### config.mk
export PLATFORM = sky130hd
export DESIGN_NAME = mem_port_arbiter
export DESIGN_NICKNAME = d
export VERILOG_FILES = /design/src/rtl/mem_port_arbiter.sv
export SDC_FILE = /design/constraint.sdc
export NUM_CORES = 1
export LEC_CHECK = 0
export CAP_MARGIN = 20
export CORE_AREA = 3 3 104 106
export DETAILED_ROUTE_END_ITERATION = 12
export DIE_AREA = 0 0 107 109
export DONT_BUFFER_PORTS = 1
export GPL_ROUTABILITY_DRIVEN = 0
export PLACE_DENSITY = 0.3
export SYNTH_ARGS = -nofsm -noshare
export SYNTH_HDL_FRONTEND = slang
export SYNTH_SLANG_ARGS = --single-unit
### constraint.sdc
create_clock -name clk -period 4.13 [get_ports clk]
set_input_delay 0.6195 -clock clk [delete_from_list [all_inputs] [get_ports clk]]
set_output_delay 0.6195 -clock clk [all_outputs]
set_load 0.03 [all_outputs]
### src/rtl/mem_port_arbiter.sv
// Single-port memory arbiter between instruction fetch and the load/store path.
// Optional fetch anti-starvation guard: define ARB_STARVE_GUARD_EN.
//
// state | meaning
// IDLE  | no transaction outstanding, grants may be issued
// BUSY  | one access in flight, lat_cnt counts down to the response cycle
module mem_port_arbiter #(
  parameter int MEM_LAT    = 2,
  parameter int STARVE_MAX = 3
) (
  input  logic        clk,
  input  logic        reset,
  input  logic        if_req,
  input  logic [31:0] if_addr,
  output logic        if_gnt,
  output logic        if_rvalid,
  output logic [31:0] if_rdata,
  input  logic        dm_req,
  input  logic        dm_we,
  input  logic [31:0] dm_addr,
  input  logic [31:0] dm_wdata,
  output logic        dm_gnt,
  output logic        dm_rvalid,
  output logic [31:0] dm_rdata,
  output logic        mem_en,
  output logic        mem_we,
  output logic [31:0] mem_addr,
  output logic [31:0] mem_wdata,
  input  logic [31:0] mem_rdata,
  output logic        stall
);

  if (MEM_LAT < 1 || MEM_LAT > 15 || STARVE_MAX < 1 || STARVE_MAX > 15) begin : g_param_check
    $error("mem_port_arbiter: MEM_LAT and STARVE_MAX must be in 1..15");
  end

  localparam logic [3:0] LAT_LOAD = 4'(MEM_LAT);

  typedef enum logic {IDLE, BUSY} state_t;

  state_t      state;
  logic        owner;
  logic        owner_we;
  logic [3:0]  lat_cnt;
  logic        force_if;
  logic        rsp;

`ifdef ARB_STARVE_GUARD_EN
  localparam logic [3:0] STARVE_LIM = 4'(STARVE_MAX);
  logic [3:0] starve_cnt;
  assign force_if = (starve_cnt == STARVE_LIM) & if_req & dm_req;
`else
  assign force_if = 1'b0;
`endif

  always_comb begin
    if_gnt = 1'b0;
    dm_gnt = 1'b0;
    if (state == IDLE) begin
      if (dm_req && !force_if) dm_gnt = 1'b1;
      else if (if_req)         if_gnt = 1'b1;
    end
  end

  always_comb begin
    mem_en    = if_gnt | dm_gnt;
    mem_we    = dm_gnt & dm_we;
    mem_addr  = 32'd0;
    mem_wdata = 32'd0;
    if (dm_gnt) begin
      mem_addr  = dm_addr;
      mem_wdata = dm_wdata;
    end else if (if_gnt) begin
      mem_addr  = if_addr;
    end
  end

  // The response cycle is the terminal count of the latency down-counter.
  assign rsp = (state == BUSY) && (lat_cnt == 4'd1);

  always_comb begin
    if_rvalid = rsp & ~owner;
    dm_rvalid = rsp & owner;
    if_rdata  = if_rvalid ? mem_rdata : 32'd0;
    dm_rdata  = (dm_rvalid && !owner_we) ? mem_rdata : 32'd0;
  end

  assign stall = (state == BUSY) | (if_req & ~if_gnt);

  always_ff @(posedge clk) begin
    if (reset) begin
      state    <= IDLE;
      owner    <= 1'b0;
      owner_we <= 1'b0;
      lat_cnt  <= 4'd0;
`ifdef ARB_STARVE_GUARD_EN
      starve_cnt <= 4'd0;
`endif
    end else begin
      case (state)
        IDLE: begin
          if (mem_en) begin
            state    <= BUSY;
            owner    <= dm_gnt;
            owner_we <= dm_gnt & dm_we;
            lat_cnt  <= LAT_LOAD;
          end
        end
        BUSY: begin
          lat_cnt <= lat_cnt - 4'd1;
          if (lat_cnt == 4'd1) state <= IDLE;
        end
        default: state <= IDLE;
      endcase
`ifdef ARB_STARVE_GUARD_EN
      if (if_gnt) begin
        starve_cnt <= 4'd0;
      end else if (dm_gnt) begin
        if (!if_req)                   starve_cnt <= 4'd0;
        else if (starve_cnt != 4'hF)   starve_cnt <= starve_cnt + 4'd1;
      end
`endif
    end
  end

endmodule

==> results of run 1 <==
[layout by cell type, fill, tap and decap left out, types with 2 or more instances in the layout]
cell	synthesis	routed
clkbuf_8	0	3
inv_1	3	3
a21oi_1	4	4
o21ai_0	3	3
ha_1	2	2
and2_1	97	97
dfxtp_1	7	7
nor2_1	5	4
nand2_1	2	2
nor3_1	5	5
o31a_1	2	2
nand3b_1	2	2
buf_4	0	4
a22o_1	32	32
[cell usage after synthesis, types with 3 or more instances]
cell type	n	share of area [%]
nor3_1	5	1.9
o21ai_0	3	1.1
a21oi_1	4	1.5
nor2_1	5	1.4
and2_1	97	46
dfxtp_1	7	11
inv_1	3	0.86
a22o_1	32	21
clkbuf_1	15	4.3
[sequential cells by signal (all words and copies together), names as in the netlist]
name      cells
state         1
owner         1
owner_we      1
lat_cnt       4
[critical path: stages (launching register included)]
cell,delay (ps)
dfxtp_1,710
nand4bb_1,240
nor2_2,750
and2_1,440
[metal layers]
metal  share of wire [%]  track usage [%]  wire [µm]
met5                   0                0          0
met1                  30             8.15       1910
met4                 1.0             2.19         67
met2                  57             19.3       3650
met3                  12             2.61        797
[metrics by stage]
step | hold WS [ps] | area, µm² | setup slack (ps)
CTS | 454 | 1510 | 1140
floorplan | 459 | 1320 | 1690
global route | 448 | 1530 | 960
finish | 456 | 1530 | 1130
global placement | 480 | 1460 | 1400
detailed placement | 489 | 1460 | 1310
[power groups by stage]
stage          clock (mW)  sequential (mW)  combinational, mW
5_1_grt             0.105           0.0848              0.217
2_1_floorplan           0           0.0795              0.185
6_report           0.0982           0.0838              0.205
3_5_place_dp            0           0.0848              0.206
4_1_cts             0.100           0.0835              0.206
3_3_place_gp            0           0.0844              0.205
[cell type report]
class | instances | share of cell area, %
inverters | 3 | 0.738
flip-flops and latches | 7 | 9.18
repair buffers | 5 | 3.28
clock buffers | 4 | 2.95
well taps | 133 | 10.9
multi-input cells | 161 | 73.0
[logic make-up (layout without fill, tap and decap cells)]
group           after synthesis  in the layout  synth area share [%]
simple gates                116            116                  54.9
compound gates               42             42                  25.9
buf+inv                      20             12                  5.90
flops                         7              7                  10.7
fa+ha+maj                     2              2                  1.90
mux                           1              1                 0.761
[worst min-delay path by stage]
stage,depth (start not counted),to
finish,1,lat_cnt[2]
global route,1,lat_cnt[0]
CTS,1,lat_cnt[3]
detailed placement,2,owner_we
global placement,2,owner_we
floorplan,2,owner_we
==> results by group, run 1 <==
Routing
  • Drt pass-1 iters: 4
  • Total number of vias: 1403
  • Total wire length: ~6400 µm
  • Routed Antenna Nets: 0
  • Vias per cell: 4.48
  • Initial DRC count: 31
  • WL per Instance: 20.5 µm
  • DRC Markers: 0

Setup path
  • Worst EP arrival: 2380 ps
  • Setup crit start: state
  • Reg-to-Reg Start: state
  • Reg-to-Reg End: lat_cnt[1]
  • Worst setup EP type: output pin
  • Critical path launch point type: flop
  • Crit path kind: reg2out
  • CP required: 3510 ps
  • FF-to-FF setup slack: 2660 ps
  • Crit-path max FO: 33
  • Reg2reg path depth: 2
  • Worst Setup EP: if_rdata[21]

Layout
  • Finished Layout Cells: roughly 310
  • Core Util, Final: 15.5%
  • Area grow syn2layout: 16.1%
  • # diodes: 0
  • Multi-input logic area: 1110 µm²
  • Nets: 316
  • Fill count: around 1100
  • Layout cells sized above 1: 6.67%
  • Area taken by flip-flops and latches: ~140 µm²

Placed design
  • IO buf count: 0
  • Dpl cells: roughly 300
  • DP HPWL: roughly 5800 µm

Clock network
  • Worst skew pair latency: around 230 ps
  • CTS tree: done
  • Clock buffer depth: 2
  • Root buffer cell: clkbuf_8
  • Clock buffer count from CTS: 3
  • Reg clk slew, reported paths: 40 ps
  • Hold-fix buffers at CTS: 0
  • H-tree Lvls: 1
  • CTS Sinks: 7
  • # Post-CTS Setup Buffers: 0
  • Cts repair resizes: 0

GRT
  • Total GRT Usage: 9.03%
  • Pin count of the biggest net entering global routing: 68
  • First-pass GRT wire length: 7870 µm
  • Antenna violations before repair: 0
  • Vias in the first global route: approximately 1300
  • Overflow after GRT: 0

Pwr
  • Clock share of power: between 20% and 30%
  • Static leakage power: 0.599 nW
  • Net Sw Frac: between 50% and 60%
  • Internal power: 189 µW
  • Comb power frac: 52.9%
  • Net Switching: 198 µW
  • Final Total Pwr: between 300 and 400 µW
  • Peak VDD IR: between 70 and 80 µV
  • Reg power frac: 21.7%
  • Pwr/cell area: ~250 nW/µm²

Floorplanning
  • Die Wd: 107 µm
  • IO Pins: roughly 270
  • Initial core utilization: 13.3%
  • Core area: 9860 µm²
  • Die Y: 109 µm
  • Full die area: 11700 µm²
  • FP Rows: 36

Timing
  • Worst-margin pin slew: approximately 900 ps
  • RSZ-0062 raised after global routing: no
  • TNS Setup: 0 ps
  • Skew final: between 3 and 4 ps
  • Final worst path period need: 3000 ps
  • Final setup vio count: 0
  • Slew HR: 38.2%
  • FMAX: 0.334 GHz
  • Pins Over Slew Limit: 0
  • Hold Vio Cnt, Final: 0
  • Final Cycle Share: 72.6%

Yosys
  • Synth cell types: 19
  • Mean Syn Cell Area: between 6 and 7 µm²
  • Synth Register Bits: 7
  • Cell Area, Synth: 1320 µm²
  • Most common flop cell mapped by yosys: dfxtp_1
  • Seq/Total Area, Yosys: 10.7%
  • Synth warn: 0
  • Mapped Cells: 188
  • Post-Synthesis Net Count: approximately 320
  • Async SR Flop Fraction: 0%
  • Post-synth EDFFs: 0

Worst hold path
  • Hold/Removal Path Class: in2reg
  • Hold_sp: reset

Run status
  • Outcome: finished clean

Job
  • MaxCap Viol Count: 0
No activity file was read; power rests on OpenSTA's default activity.
==> run 2: changes to the inputs <==
- clock period: 4.13 -> 3.1 ns (I/O delays scaled with it)
==> results by group, run 2 (synthesized netlist as in run 1, its figures left out) <==
Timing
  • RSZ-0062 raised after global routing: no
  • TNS Setup: 0 ps
  • Slew HR: 57.1%
  • Skew final: around 3.4 ps
  • FMAX: ~0.41 GHz
  • Final worst path period need: between 2000 and 2500 ps
  • Pins Over Slew Limit: 0
  • Hold Vio Cnt, Final: 0
  • Final Cycle Share: 78.9%
  • Worst Slack Setup Final: ~650 ps
  • Worst-margin pin slew: around 640 ps
  • Final setup vio count: 0

Run status
  • Outcome: finished clean

GRT
  • Total GRT Usage: 8.77%
  • First-pass GRT wire length: 7470 µm
  • Overflow after GRT: 0
  • Vias in the first global route: approximately 1200
  • Antenna violations before repair: 0
  • Pin count of the biggest net entering global routing: a little under 70

Setup path
  • Critical path launch point type: flop
  • Worst EP arrival: 1980 ps
  • CP required: 2630 ps
  • Setup crit start: state
  • Worst setup EP type: output pin
  • Crit path kind: reg2out
  • Crit-path max FO: 32
  • Reg-to-Reg Start: state

Routing
  • Total number of vias: roughly 1400
  • Drt pass-1 iters: 4
  • Vias per cell: 4.46
  • Initial DRC count: 41
  • DRC Markers: 0
  • Total wire length: 6330 µm
  • WL per Instance: 20.3 µm
  • Routed Antenna Nets: 0

Floorplanning
  • IO Pins: 268
  • Core area: 9860 µm²
  • Die Wd: between 100 and 150 µm
  • Full die area: ~12000 µm²
  • Initial core utilization: a little over an eighth
  • FP Rows: 36
  • Die Y: roughly 110 µm

Placed design
  • DP HPWL: about 5800 µm
  • Pre-CTS WS: 874 ps
  • Cell Area, Placed: ~1500 µm²
  • IO buf count: 0

Layout
  • Nets: ~320
  • Multi-input logic area: 1110 µm²
  • Area taken by flip-flops and latches: 140 µm²
  • Fill count: 1134
  • Most frequent cells in the layout: 97 x and2_1, 32 x a22o_1, 7 x dfxtp_1, 5 x nor3_1
  • Design area: ~1500 µm²
  • Commonest non-fill, non-tap cell in the layout: and2_1
  • Layout cells sized above 1: 6.15%
  • Area grow syn2layout: 14.6%
  • # diodes: 0
  • Max FFs per register: 4
  • Top reg by flops: lat_cnt

Clock network
  • CTS Sinks: 7
  • Cts repair resizes: 0
  • Root buffer cell: clkbuf_8
  • CTS tree: done
  • Hold-fix buffers at CTS: 0
  • # Post-CTS Setup Buffers: 0
  • Reg clk slew, reported paths: 40 ps
  • Clock buffer depth: 2
  • Clock buffer count from CTS: 3
  • H-tree Lvls: 1
  • Worst skew pair latency: 230 ps

Pwr
  • Pwr/cell area: ~340 nW/µm²
  • Final Total Pwr: 506 µW
  • Peak VDD IR: 110 µV
  • Static leakage power: 0.590 nW

Worst hold path
  • Hold_sp: reset
  • Hold/Removal Path Class: in2reg

Job
  • MaxCap Viol Count: 0
-- run 2: changes by cell type in the layout (fill, tap and decap cells not counted) --
cell	previous run	this run
buf_12	1	0
-- run 2: critical path, stage by stage, from the launching register on --
cell and delay, ps:
dfxtp_1 680, nand4bb_1 230, nor3b_2 210, buf_4 270, and2_1 350
-- run 2: layout make-up --
cell class | instances | share of cell area (%)
inverters | 3 | 0.748
multi-input cells | 161 | 73.9
well taps | 133 | 11.0
clock buffers | 4 | 2.99
flip-flops and latches | 7 | 9.30
repair buffers | 4 | 1.99
-- run 2: through the flow --
step                      hold slack, ps  std cells  util, %
after floorplan                      459        188        -
after global placement               494        308     14.8
after detailed placement             490        308     14.8
after CTS                            294        312     15.3
after global routing                 289        312     15.3
final                                302        312     15.3
-- run 2: worst paths after layout --
kind / cells past startpoint / slack [ps] / end
min reg2reg: 2 / 500 / owner_we
min: 1 / 300 / lat_cnt[2]
max reg2reg: 4 / 1540 / owner_we
max: 4 / 650 / dm_rdata[14]
-- run 2: metal layers --
| layer | wire (µm) | GRT usage (%) |
|---|---|---|
| met1 | 1950 | 8.22 |
| met2 | 3740 | 19.3 |
| met3 | 635 | 1.95 |
| met4 | 12 | 1.10 |
| met5 | 0 | 0 |
-- run 2: power breakdown --
group / switching [mW] / total [mW] / internal (mW) / leakage [nW]
Combinational: 0.207 / 0.267 / 0.0601 / 0.510
Sequential: 0.0120 / 0.110 / 0.0982 / 0.0579
Clock: 0.0398 / 0.129 / 0.0890 / 0.0228
==> run 3: changes to the inputs <==
- clock period: 3.1 -> 2.4 ns (I/O delays scaled with it)
==> results by group, run 3 (synthesized netlist as in run 1, its figures left out) <==
Timing
  • Hold Vio Cnt, Final: 0
  • Pins Over Slew Limit: 0
  • Slew HR: 57.2%
  • Final worst path period need: 2170 ps
  • Worst-margin pin slew: 640 ps
  • FMAX: 0.460 GHz
  • Skew final: ~1.9 ps
  • Final Cycle Share: between 90% and 100%
  • RSZ-0062 raised after global routing: no
  • TNS Setup: 0 ps
  • Final setup vio count: 0

Setup path
  • Reg-to-Reg Start: state
  • Crit path kind: reg2out
  • CP required: 2040 ps
  • Critical path launch point type: flop
  • Worst EP arrival: 1810 ps
  • Reg2reg path depth: 3
  • FF-to-FF setup slack: 1180 ps
  • Reg-to-Reg End: lat_cnt[3]
  • Crit-path max FO: 32
  • Worst setup EP type: output pin

Clock network
  • # Post-CTS Setup Buffers: 0
  • Hold-fix buffers at CTS: 0
  • CTS tree: done
  • Clock buffer count from CTS: 3
  • Root buffer cell: clkbuf_8
  • Reg clk slew, reported paths: 40 ps
  • Worst skew pair latency: 220 ps
  • Clock buffer depth: 2
  • Cts repair resizes: 0
  • H-tree Lvls: 1
  • CTS Sinks: 7

GRT
  • Total GRT Usage: 9.09%
  • Pin count of the biggest net entering global routing: 68
  • First-pass GRT wire length: 7950 µm
  • Overflow after GRT: 0
  • Vias in the first global route: about 1300
  • Antenna violations before repair: 0

Pwr
  • Peak VDD IR: 107 µV
  • Pwr/cell area: 371 nW/µm²
  • Static leakage power: 0.792 nW

Floorplanning
  • Core area: 9860 µm²
  • Full die area: 11700 µm²
  • Die Y: ~110 µm
  • FP Rows: 36
  • Die Wd: 107 µm
  • Initial core utilization: 13.3%
  • IO Pins: 268

Layout
  • # diodes: 0
  • Nets: 351
  • Commonest non-fill, non-tap cell in the layout: and2_1
  • Max FFs per register: 4
  • Fill count: 1115
  • Area grow syn2layout: 37.0%
  • Core Util, Final: 18.3%
  • Most frequent cells in the layout: 97 x and2_1, 38 x buf_4, 32 x a22o_1, 7 x dfxtp_1, 5 x nor3_1
  • Layout cells sized above 1: 21.9%
  • Top reg by flops: lat_cnt

Job
  • MaxCap Viol Count: 0

Routing
  • Drt pass-1 iters: 4
  • WL per Instance: around 19 µm
  • Total number of vias: 1513
  • Initial DRC count: 64
  • Routed Antenna Nets: 0
  • DRC Markers: 0
  • Total wire length: 6520 µm
  • Vias per cell: 4.35

Worst hold path
  • Hold_sp: reset
  • Hold depth: 1
  • Hold/Removal Path Class: in2reg
  • Min-Delay Endpoint: lat_cnt[3]

Placed design
  • IO buf count: 0
  • DP HPWL: 5870 µm

Run status
  • Outcome: finished clean
[run 3: power breakdown]
group          switching (mW)  internal, mW
clock network          0.0488         0.115
registers              0.0136         0.127
logic                   0.275        0.0902
[run 3: metal layers]
metal / track usage [%] / share of wire, %
met5: 0 / 0
met4: 2.19 / 0.61
met3: 2.07 / 12
met2: 19.9 / 57
met1: 8.19 / 30
[run 3: area by class of cell]
type | count | area, µm² | area share [%]
Timing Repair Buffer | 40 | 325 | 18.1
Sequential cell | 7 | 140 | 7.78
Clock buffer | 4 | 45.0 | 2.50
Multi-Input combinational cell | 161 | 1110 | 61.8
Tap cell | 133 | 166 | 9.24
Inverter | 3 | 11.3 | 0.625
[run 3: stage by stage]
stage               hold slack, ps  cell area, µm²  power, mW  instances  setup slack [ps]
floorplan                      429            1320      0.454        188               331
global route                   191            1800      0.706        348              36.2
CTS                            191            1800      0.684        348               210
global placement               431            1760      0.514        344               470
finish                         200            1800      0.669        348               227
detailed placement             433            1760      0.513        344               455
[run 3: worst max path at each step]
stage / from / end / slack [ps] / cells past startpoint
finish: state / dm_rdata[19] / 230 / 5
CTS: state / dm_rdata[19] / 210 / 5
global placement: lat_cnt[0] / dm_rdata[19] / 470 / 6
floorplan: lat_cnt[0] / if_rdata[22] / 330 / 5
global route: state / dm_rdata[19] / 40 / 5
detailed placement: state / dm_rdata[19] / 460 / 5
[run 3: critical path, cell delays in order, from the launching register on]
cell,delay (ps)
dfxtp_1,550
nand4bb_1,210
nor3b_2,210
buf_4,270
and2_1,220
buf_12,130
